**src/rtl/rgb_pwm_sequencer.sv**
```systemverilog
// rgb_pwm_sequencer
//   Three-channel LED PWM generator feeding the RGB0PWM/RGB1PWM/RGB2PWM inputs
//   of the SB_RGBA_DRV. A shared free-running counter of PWM_BITS bits defines
//   the PWM period. Mode and duties are sampled into shadow registers only at
//   the period boundary, so an output never changes shape mid-period.
//   Modes: OFF (dark), SOLID (duty), BLINK (duty gated by a HALF-cycle phase),
//   BREATHE (duty scaled by a triangle envelope stepping every STEP_CYCLES).
//
// Ports
//   clk_20Mhz     in   system clock, rising edge
//   rst           in   asynchronous active-high reset
//   mode          in   2'b00 OFF, 2'b01 SOLID, 2'b10 BLINK, 2'b11 BREATHE
//   duty_red      in   red duty (0 = dark)
//   duty_green    in   green duty
//   duty_blue     in   blue duty
//   pwm_red       out  to RGB0PWM
//   pwm_green     out  to RGB1PWM
//   pwm_blue      out  to RGB2PWM
//   period_start  out  one-cycle pulse while the PWM counter reads 0
module rgb_pwm_sequencer #(
  parameter int CLK_HZ      = 20000000,
  parameter int BLINK_HZ    = 1,
  parameter int PWM_BITS    = 8,
  parameter int STEP_CYCLES = 4096
) (
  input  logic                clk_20Mhz,
  input  logic                rst,
  input  logic [1:0]          mode,
  input  logic [PWM_BITS-1:0] duty_red,
  input  logic [PWM_BITS-1:0] duty_green,
  input  logic [PWM_BITS-1:0] duty_blue,
  output logic                pwm_red,
  output logic                pwm_green,
  output logic                pwm_blue,
  output logic                period_start
);

  localparam int HALF_RAW = CLK_HZ / (2 * BLINK_HZ);
  localparam int HALF     = (HALF_RAW < 2) ? 2 : HALF_RAW;
  localparam int STEPS    = (STEP_CYCLES < 1) ? 1 : STEP_CYCLES;
  localparam int PRE_W    = $clog2(HALF);
  localparam int STEP_W   = (STEPS > 1) ? $clog2(STEPS) : 1;

  localparam logic [PWM_BITS-1:0] CNT_MAX  = {PWM_BITS{1'b1}};
  localparam logic [PWM_BITS-1:0] CNT_ONE  = PWM_BITS'(1);
  localparam logic [PRE_W-1:0]    PRE_MAX  = PRE_W'(HALF - 1);
  localparam logic [PRE_W-1:0]    PRE_ONE  = PRE_W'(1);
  localparam logic [STEP_W-1:0]   STEP_MAX = STEP_W'(STEPS - 1);
  localparam logic [STEP_W-1:0]   STEP_ONE = STEP_W'(1);

  typedef enum logic [1:0] {
    MODE_OFF     = 2'b00,
    MODE_SOLID   = 2'b01,
    MODE_BLINK   = 2'b10,
    MODE_BREATHE = 2'b11
  } mode_t;

  typedef enum logic {
    DIR_UP   = 1'b0,
    DIR_DOWN = 1'b1
  } dir_t;

  logic [PWM_BITS-1:0]       cnt_reg, cnt_next;
  mode_t                     mode_reg, mode_next;
  logic [2:0][PWM_BITS-1:0]  duty_reg, duty_next;
  logic [PRE_W-1:0]          pre_reg, pre_next;
  logic                      phase_reg, phase_next;
  logic [STEP_W-1:0]         step_reg, step_next;
  logic [PWM_BITS-1:0]       env_reg, env_next;
  dir_t                      dir_reg, dir_next;
  logic [2:0]                pwm_reg, pwm_next;
  logic                      period_start_reg, period_start_next;

  logic                      boundary;
  mode_t                     mode_in;
  logic [2:0][PWM_BITS-1:0]  duty_in;

  // Channel index 0 = red, 1 = green, 2 = blue.
  assign duty_in  = {duty_blue, duty_green, duty_red};
  assign mode_in  = mode_t'(mode);
  assign boundary = (cnt_reg == CNT_MAX);

  // Sequencing: counter, shadow registers, blink prescaler and envelope.
  always_comb begin
    cnt_next          = cnt_reg + CNT_ONE;
    period_start_next = boundary;
    mode_next         = mode_reg;
    duty_next         = duty_reg;
    pre_next          = '0;
    phase_next        = phase_reg;
    step_next         = '0;
    env_next          = env_reg;
    dir_next          = dir_reg;

    if (mode_reg == MODE_BLINK) begin
      if (pre_reg == PRE_MAX) begin
        phase_next = ~phase_reg;
      end else begin
        pre_next = pre_reg + PRE_ONE;
      end
    end

    if (mode_reg == MODE_BREATHE) begin
      if (step_reg == STEP_MAX) begin
        // Endpoints bounce immediately so each one lasts a single step.
        if (dir_reg == DIR_UP) begin
          if (env_reg == CNT_MAX) begin
            env_next = CNT_MAX - CNT_ONE;
            dir_next = DIR_DOWN;
          end else begin
            env_next = env_reg + CNT_ONE;
          end
        end else begin
          if (env_reg == '0) begin
            env_next = CNT_ONE;
            dir_next = DIR_UP;
          end else begin
            env_next = env_reg - CNT_ONE;
          end
        end
      end else begin
        step_next = step_reg + STEP_ONE;
      end
    end

    if (boundary) begin
      mode_next = mode_in;
      duty_next = duty_in;
      // A new mode restarts blink and breathe from a known phase;
      // re-latching the same mode lets them run on undisturbed.
      if (mode_in != mode_reg) begin
        pre_next   = '0;
        phase_next = 1'b1;
        step_next  = '0;
        env_next   = '0;
        dir_next   = DIR_UP;
      end
    end
  end

  // Per-channel effective duty and comparator.
  for (genvar gi = 0; gi < 3; gi++) begin : g_chan
    logic [PWM_BITS-1:0] eff_breathe;
    logic [PWM_BITS-1:0] eff;

    // Full 2N-bit product, upper half kept (truncating scale by env/2^N).
    assign eff_breathe = PWM_BITS'(({{PWM_BITS{1'b0}}, duty_reg[gi]} *
                                    {{PWM_BITS{1'b0}}, env_reg}) >> PWM_BITS);

    always_comb begin
      eff = '0;
      case (mode_reg)
        MODE_SOLID:   eff = duty_reg[gi];
        MODE_BLINK:   eff = phase_reg ? duty_reg[gi] : '0;
        MODE_BREATHE: eff = eff_breathe;
        default:      eff = '0;
      endcase
    end

    assign pwm_next[gi] = (cnt_reg < eff);
  end

  always_ff @(posedge clk_20Mhz or posedge rst) begin
    if (rst) begin
      cnt_reg          <= '0;
      mode_reg         <= MODE_OFF;
      duty_reg         <= '0;
      pre_reg          <= '0;
      phase_reg        <= 1'b1;
      step_reg         <= '0;
      env_reg          <= '0;
      dir_reg          <= DIR_UP;
      pwm_reg          <= '0;
      period_start_reg <= 1'b0;
    end else begin
      cnt_reg          <= cnt_next;
      mode_reg         <= mode_next;
      duty_reg         <= duty_next;
      pre_reg          <= pre_next;
      phase_reg        <= phase_next;
      step_reg         <= step_next;
      env_reg          <= env_next;
      dir_reg          <= dir_next;
      pwm_reg          <= pwm_next;
      period_start_reg <= period_start_next;
    end
  end

  assign pwm_red      = pwm_reg[0];
  assign pwm_green    = pwm_reg[1];
  assign pwm_blue     = pwm_reg[2];
  assign period_start = period_start_reg;

endmodule

```
**config.mk**
```make
export PLATFORM = sky130hd
export DESIGN_NAME = rgb_pwm_sequencer
export DESIGN_NICKNAME = d
export VERILOG_FILES = /design/src/rtl/rgb_pwm_sequencer.sv
export SDC_FILE = /design/constraint.sdc
export NUM_CORES = 1
export LEC_CHECK = 0
export ABC_AREA = 1
export CAP_MARGIN = 40
export CORE_ASPECT_RATIO = 1.5
export CORE_UTILIZATION = 29
export CTS_CLUSTER_DIAMETER = 60
export DETAILED_ROUTE_END_ITERATION = 6
export SLEW_MARGIN = 40
export SYNTH_ARGS = -nofsm -noshare
export SYNTH_HDL_FRONTEND = slang
export SYNTH_SLANG_ARGS = --single-unit
```
**constraint.sdc**
```tcl
create_clock -name clk_20Mhz -period 12.35 [get_ports clk_20Mhz]
set_input_delay 3.0875 -clock clk_20Mhz [delete_from_list [all_inputs] [get_ports clk_20Mhz]]
set_output_delay 3.0875 -clock clk_20Mhz [all_outputs]
set_load 0.02 [all_outputs]
```
---- After elaboration in Yosys (flattened, before gate mapping) ----
Cells that the tools add are included.
operators by class
  $add $sub $neg .......................... 5
  multipliers ............................. 3
  div/mod/pow operators ................... 0
  order comparisons ....................... 3
  equality and inequality tests ........... 8
  shifts and indexed selects .............. 0
  muxes and demuxes ....................... 32
  bitwise operators ....................... 1
  reductions and logical operators ........ 1
operators with widths
  operator                                                            number
  24-bit 2-to-1 mux                                                   4
  8-bit 2-to-1 mux                                                    10
  8-bit case mux with 3 select lines                                  3
  8-bit by 8-bit multiplier with 16-bit output                        3
  12-bit 2-to-1 mux                                                   4
  24-bit by 1-bit adder with 24-bit output, second input constant     1
  24-bit == test, second input constant                               1
  8-bit < comparator                                                  3
  8-bit by 1-bit adder with 8-bit output, second input constant       2
  8-bit == test, second input constant                                2
  12-bit by 1-bit adder with 12-bit output, second input constant     1
  12-bit == test, second input constant                               1
  1-bit 2-to-1 mux                                                    11
  8-bit logical NOT                                                   1
  8-bit by 1-bit subtractor with 8-bit output, second input constant  1
  2-bit == test, second input constant                                2
  2-bit by 1-bit == test with 1-bit output, second input constant     1
  2-bit != test                                                       1
  1-bit inverter                                                      1
storage, ports and cells
  bits in registers ....................... 84
  latch bits .............................. 0
  bits in writable memories ............... 0
  bits in read-only memories .............. 0
  input port bits ......................... 28
  output and inout bits ................... 4
  word-level logic and storage cells ...... 65
  memories ................................ 0

---- Longest topological paths before layout ----
Gate-level depths: netlist (run 1).
  depth in word-level cells ............... 7
  depth in mapped cells ................... 31
  mapped depth without buffers ............ 29

---- Worst setup path after synthesis (run 1) ----
OpenSTA, ideal clock, no wires.
  path kind ............................... reg2reg
  start point ............................. reg env_reg[4]
  end point ............................... reg pwm_reg[0]
  library setup time ...................... 123 ps
  arrival ................................. 4925 ps
  required time ........................... 12227 ps
  path slack .............................. 7301 ps
  cell stages (with the launch flop) ...... 28
  path buffers ............................ 2
  period minus slack after synthesis ...... 5049 ps
  cells stage by stage .................... dfrtp_1 > buf_1 > clkbuf_1 > nand2_1 > fa_1 > fa_1 > inv_1 > fa_1 > inv_1 > fa_1 > inv_1 > ha_1 > nand2_1 > inv_1 > a21oi_1 > nand2_1 > nand2_1 > nand2_1 > nand2_1 > nand2_1 > nand2_1 > a21oi_1 > o21ai_1 > inv_1 > ha_1 > nand2_1 > o21ai_0 > a21oi_1
between the ends
  longest elaborated chain between the ends .. 3
RTL lines
  item                                          RTL line  source
  start, declared                               69        logic [PWM_BITS-1:0] env_reg, env_next;
  start signal, assigned                        182       env_reg <= env_next;
  8-bit by 8-bit multiplier with 16-bit output  147       assign eff_breathe = PWM_BITS'(({{PWM_BITS{1'b0}}, duty_reg[gi]} *
  8-bit case mux with 3 select lines            152       case (mode_reg)
  8-bit < comparator                            160       assign pwm_next[gi] = (cnt_reg < eff);
  net pwm_next[0]                               71        logic [2:0] pwm_reg, pwm_next;
  end signal, assigned                          184       pwm_reg <= pwm_next;
  end, declared                                 71
The timed path passes the listed nets, and every way through them passes these cells.
A chain may end at the register's enable or synchronous reset.

---- Worst setup path after layout (run 1) ----
  start point ............................. reg env_reg[7]
  end point ............................... reg pwm_reg[2]
The elaborated chain is that of the path after synthesis.

==> flow_metrics.tcl, run 1 <==
set metrics [dict create \
    maxCapViolCount 0 \
    worst_setup_path_start_kind "flip-flop" \
    fmax_mhz 188 \
    syn_inst 1584 \
    routed_wl_mm 28.1 \
    grt_use_total_pct 15.3 \
    drt_iter0_markers 516 \
    hp-start "step_reg[0]$_DFF_PP0_" \
    dr.pass1.iters 6 \
    post-cts-setup-buffers 0 \
    overflow 0 \
    power.leakage_nw 7.50 \
    slowest_delay_ns 0.55 \
    fp.dieW_um 163 \
    cts_tree "built" \
    peakVddDrop_v 0.0000689 \
    setup_tns_ns 0 \
    finalSetupViolations 0 \
    synth_edf_count 0 \
    slew_violations 0 \
    timing.rr.start "env_reg[7]$_DFF_PP0_" \
    grt_pass1_wl_mm 48.1 \
    period_share_pct 43.2 \
    slew_headroom_pct 48.5 \
    synthesis.nets 1843 \
    tightestPinTransition_ns 0.771 \
    ant_nets 0 \
    synth_ff_type "dfrtp_1" \
    ys_ff_latch 84 \
    clock_latency_ns 0.38 \
    ys_seq_area_share_pct 18.5 \
    crit_start "env_reg[7]$_DFF_PP0_" \
    cts_num_sinks 84 \
    antenna_found_initial 0 \
    nNetsFinal 1838 \
    die-area_um2 39900 \
    gp_congestion 0.872 \
    holdBufCountCts 0 \
    rows 88 \
    period_needed_ns 5.33 \
    cp_max_fo 21 \
    areaGrowthSynthToFinish_pct 9.48 \
    cp_common_cell "nand2_1" \
    cts_buffer_depth 2 \
    worstSetupPathType "reg2reg" \
    min_path_type "reg2reg" \
    ios 32 \
    syn_area_um2 11300 \
    grt_max_degree 67 \
    synthDistinctLibCells 51 \
    cts_buffers 9 \
    required_ns 12.60 \
    dp_hpwl_mm 21.7 \
    min_to "step_reg[0]$_DFF_PP0_" \
    fin_ws_ns 7.02 \
    first_global_vias 9874 \
    htreeDepth 3 \
    drc_errors 0 \
    slowest_stage "dfrtp_1" \
    initial_utilization_pct 29.4 \
    cts.repair.resized 0 \
    powerDensity_nw_per_um2 50.9 \
    async_reset_ff_share_pct 100 \
    min_path_cells 1 \
    status "finished, final reports clean" \
    wl_per_cell_um 13.5 \
    n_antenna_cell 0 \
    rrSetupSlack_ns 7.02 \
    route.vias.total 9454 \
    finalHoldViolCount 0 \
    ff2ff_path_depth 27 \
    core_um2 38500 \
    power_w 0.000631 \
    end_kind "flip-flop" \
    drt-vias-per-instance 4.55 \
    clkTransAtPathRegs_ns 0.08 \
    synth.avg_cell_area_um2 7.16 \
    grt_setup_unrepaired "no" \
    reg2reg_to "pwm_reg[2]$_DFF_PP0_" \
    path_buf_inv 5 \
    cts_root_buf "clkbuf_16" \
    drive_gt1_share_pct 4.99 \
    yosysWarnings 0 \
    io_buffers 31 \
    die_h_um 244 \
    dp_slack_ns 7.01 \
    clock_skew_ns 0.0164 \
    crit_family "adder cells" \
    cp.arrival_ns 5.58 \
]
synth_stat cells (2+ instances only):
master	number	area, um2
or2_2	3	18.8
nand2_1	428	1610
and3_1	3	18.8
o22ai_1	2	12.5
a31o_2	4	35.0
o21a_1	4	30.0
nand3_2	5	50.1
xor2_1	19	166
inv_1	403	1510
o211ai_1	6	45.0
nor4_1	4	25.0
o21ai_1	7	35.0
buf_1	15	56.3
nand3_1	38	190
nor2_2	3	18.8
inv_2	7	26.3
a21o_1	2	15.0
fa_1	105	2100
a21oi_1	67	335
o31ai_1	3	22.5
clkbuf_1	29	109
nand3b_1	2	15.0
nor3b_1	5	37.5
nor2_1	80	300
xnor2_1	6	52.6
nor3_1	17	85.1
a211oi_1	3	22.5
ha_1	126	1580
o21ai_0	36	180
a31oi_1	7	43.8
dfrtp_1	83	2080
buf_6	2	22.5
nand2_2	6	37.5
nor2_4	8	90.1
nor3_2	7	70.1
buf_2	12	60.1
a32oi_1	2	17.5
nand2_4	2	22.5
nand4_1	11	68.8
how the worst max path moves through the flow:
stage,end,slack [ns],cells after the start
after floorplan,cnt_reg[0]$_DFF_PP0_,7.10,1
after global placement,pwm_reg[2]$_DFF_PP0_,7.13,28
after detailed placement,pwm_reg[2]$_DFF_PP0_,7.01,27
after CTS,pwm_reg[2]$_DFF_PP0_,6.99,27
after global routing,pwm_reg[2]$_DFF_PP0_,6.54,27
final,pwm_reg[2]$_DFF_PP0_,7.02,27
metal layers:
layer / vias up / GRT usage, % / share of wire (%)
met2: 187 / 28.2 / 52
met1: 4490 / 17.3 / 41
met4: 0 / 7.11 / 3.6
li1: 4729 / - / -
met3: 48 / 1.88 / 3.0
met5: - / 0 / 0
through the flow:
step                instance area [um2]  cells  util [%]  hold WS, ns
finish                            12400   2079      32.2        0.462
global route                      12400   2079      32.2        0.476
CTS                               12400   2079      32.2        0.465
detailed placement                12100   2063      31.4        0.455
global placement                  12100   2063      31.4        0.451
floorplan                         11300   1584         -        0.424
final cells by class:
class / count / area (um2)
repair buffers: 43 / 404
multi-input cells: 1030 / 7440
clock inverters: 7 / 80.1
inverters: 411 / 1550
well taps: 495 / 619
fillers: 4156 / 26100
flip-flops and latches: 84 / 2100
clock buffers: 9 / 225
where the power goes:
group          total [W]  leakage, nW  internal, W  switching (W)
sequential      0.000276         1.00     0.000276    0.000000748
combinational  0.0000572         6.35    0.0000241      0.0000330
clock           0.000298        0.149     0.000160       0.000138
total           0.000631         7.50     0.000460       0.000171
cell families (layout without fill, tap and decap cells):
group / Yosys count / after routing / share of synthesized area [%]
compound gates: 147 / 147 / 7.32
xor+xnor: 25 / 25 / 1.93
fa+ha+maj: 231 / 231 / 32.4
buf+inv: 470 / 470 / 15.9
flops: 84 / 84 / 18.5
simple gates: 627 / 627 / 23.9
worst reg2reg max path: cells and delay by family (launching register included):
family | cells | cell delay (ns)
buf+inv | 5 | 0.52
flops | 1 | 0.55
simple gates | 13 | 1.09
fa+ha+maj | 6 | 2.70
compound gates | 3 | 0.35
layout by cell type (no fill, tap or decap), types with 31 or more instances in the layout:
cell type and count:
nor2_1 80, a21oi_1 67, o21ai_0 36, nand2_1 428
clkdlybuf4s50_1 31, inv_1 402, ha_1 126, dfrtp_1 83
fa_1 105, nand3_1 38
(Power assumes the default switching activity.)
==> run 2: changes to the inputs <==
==> constraint.sdc (replaced) <==
create_clock -name clk_20Mhz -period 4.8 [get_ports clk_20Mhz]
set_input_delay 1.2 -clock clk_20Mhz [delete_from_list [all_inputs] [get_ports clk_20Mhz]]
set_output_delay 1.2 -clock clk_20Mhz [all_outputs]
set_load 0.02 [all_outputs]
==> run 2 against run 1 <==
The run now ends with setup timing left. Via count is 7.4% higher. Cell area grew 14%. Critical path depth unchanged. Utilization up 4.6 points. Clock skew down 0.0068 ns. Critical endpoint unchanged.
==> flow_metrics.tcl, run 2 (synthesized netlist as in run 1, its figures left out) <==
set metrics [dict create \
    status "finished, violations left" \
    failed_checks "setup timing" \
    cp_max_fo 4 \
    clock_skew_ns 0.00959 \
    fp.dieW_um 163 \
    routed_wl_mm 31.6 \
    rows 88 \
    crit_start "env_reg[4]$_DFF_PP0_" \
    slew_headroom_pct 37.9 \
    hp-start "step_reg[0]$_DFF_PP0_" \
    postLayoutCellArea_um2 14200 \
    n_antenna_cell 0 \
    ff2ff_path_depth 27 \
    cp_common_cell "nand2_4" \
    areaGrowthSynthToFinish_pct 25.2 \
    die_h_um 244 \
    final-seq-area_um2 2110 \
    nFillCells 3980 \
    nNetsFinal 1966 \
    htreeDepth 3 \
    finalHoldViolCount 0 \
    overflow 0 \
    worst_setup_path_start_kind "flip-flop" \
    reg2reg_to "pwm_reg[2]$_DFF_PP0_" \
    path_buf_inv 5 \
    dp_hpwl_mm 24.4 \
    fin_ws_ns -0.00800 \
    grt_setup_unrepaired "yes" \
    placed_cell_area_um2 12800 \
    fmax_mhz 208 \
    drc_errors 0 \
    wl_per_cell_um 14.3 \
    cts_num_sinks 84 \
    timing.rr.start "env_reg[4]$_DFF_PP0_" \
    drive_gt1_share_pct 21.1 \
    grt_pass1_wl_mm 51.7 \
    min_path_cells 1 \
    antenna_found_initial 0 \
    ios 32 \
    grt_max_degree 33 \
    crit_family "adder cells" \
    clkTransAtPathRegs_ns 0.07 \
    maxCapViolCount 0 \
    rrSetupSlack_ns -0.008 \
    required_ns 5.06 \
    min_path_type "reg2reg" \
    route.vias.total 10100 \
    die-area_um2 39900 \
    clock_latency_ns 0.37 \
    cts_buffer_depth 2 \
    dr.pass1.iters 5 \
    period_needed_ns 4.81 \
    utilization_pct 36.9 \
    tightestPinTransition_ns 0.930 \
    initial_utilization_pct 29.4 \
    cts_tree "built" \
    slew_violations 0 \
    gp_congestion 0.911 \
    final_common_cell "nand2_1" \
    holdBufCountCts 0 \
    whs_ns 0.453 \
    period_share_pct 100 \
    worstSetupPathType "reg2reg" \
    powerDensity_nw_per_um2 117 \
    final_cell_mix "nand2_1 (386), inv_1 (381), buf_4 (121)" \
    drt_iter0_markers 421 \
    core_um2 38500 \
    slowest_stage "fa_1" \
    cts_root_buf "clkbuf_16" \
    end_kind "flip-flop" \
    min_to "step_reg[0]$_DFF_PP0_" \
    power_w 0.00166 \
    power.leakage_nw 8.17 \
    slowest_delay_ns 0.56 \
    multi_input_area_um2 8170 \
    peakVddDrop_v 0.000197 \
    cp.arrival_ns 5.07 \
    drt-vias-per-instance 4.60 \
    ant_nets 0 \
    grt_use_total_pct 16.5 \
    first_global_vias 10700 \
    cts_buffers 9 \
    io_buffers 31 \
    finalSetupViolations 1 \
]
[run 2: changes by cell type in the layout (fill, tap and decap cells not counted), moves of 9 or more]
cell,delta
a21oi_1,-25
a21oi_2,+22
buf_4,+110
buf_6,+15
ha_1,-25
ha_4,+24
inv_1,-21
inv_2,+21
nand2_1,-42
nand2_2,+30
nand2_4,+12
nor2_1,-9
o21ai_0,-12
[run 2: layer usage]
| layer | vias up | global-route usage [%] | part of all wire, % |
|---|---|---|---|
| li1 | 4988 | - | - |
| met1 | 4892 | 17.3 | 38 |
| met2 | 187 | 31.5 | 54 |
| met3 | 82 | 1.83 | 2.9 |
| met4 | 0 | 8.55 | 5.2 |
| met5 | - | 0 | 0 |
[run 2: how the worst max path moves through the flow]
stage	end	slack (ns)	cells after the start
2_1_floorplan	pwm_reg[0]$_DFF_PP0_	0.02	27
3_3_place_gp	pwm_reg[1]$_DFF_PP0_	-0.26	25
3_5_place_dp	pwm_reg[1]$_DFF_PP0_	-0.32	25
4_1_cts	pwm_reg[1]$_DFF_PP0_	-0.009	26
5_1_grt	pwm_reg[0]$_DFF_PP0_	-0.23	29
6_report	pwm_reg[2]$_DFF_PP0_	-0.008	27
[run 2: final cells by class]
class / count / area share [%]
inverter: 411 / 10.9
multi-input combinational: 1030 / 57.5
clock inverter: 7 / 0.564
sequential: 84 / 14.9
tap: 495 / 4.36
timing repair buffer: 171 / 10.2
clock buffer: 9 / 1.59
[run 2: power by group]
part / switching, W / internal (W)
combinational: 0.0000998 / 0.0000850
sequential: 0.00000259 / 0.000709
clock: 0.000349 / 0.000412
[run 2: repair_timing]
| action | CTS | global route |
|---|---|---|
| setup endpoints to repair | 3 | 3 |
| pin swaps | 60 | 123 |
| setup buffers | 14 | 20 |
| gates resized for setup | 65 | 140 |
[run 2: metrics by stage]
stage,worst slack (ns),setup TNS [ns],instances
6_report,-0.00800,-0.00800,2207
3_3_place_gp,-0.259,-0.692,2157
5_1_grt,-0.230,-0.623,2207
2_1_floorplan,0.0243,0,1584
4_1_cts,-0.00877,-0.00877,2187
3_5_place_dp,-0.322,-0.903,2157
[run 2: worst register-to-register path, stage by stage, from the launching register on]
cell     delay, ns
dfrtp_2       0.45
buf_6         0.13
nand2_4       0.04
fa_1          0.50
fa_1          0.53
inv_1         0.05
fa_1          0.49
inv_2         0.04
fa_1          0.56
inv_2         0.05
ha_4          0.27
nand2_2       0.05
nor2_1        0.09
nand3_1       0.11
nand2_1       0.10
nand2_2       0.08
nand2_4       0.08
nand2_4       0.06
nand2_4       0.08
nand2_2       0.06
nand3_2       0.05
nand2_1       0.05
o21ai_1       0.15
inv_1         0.09
ha_4          0.28
nand2_4       0.06
o21ai_2       0.15
a21oi_2       0.04
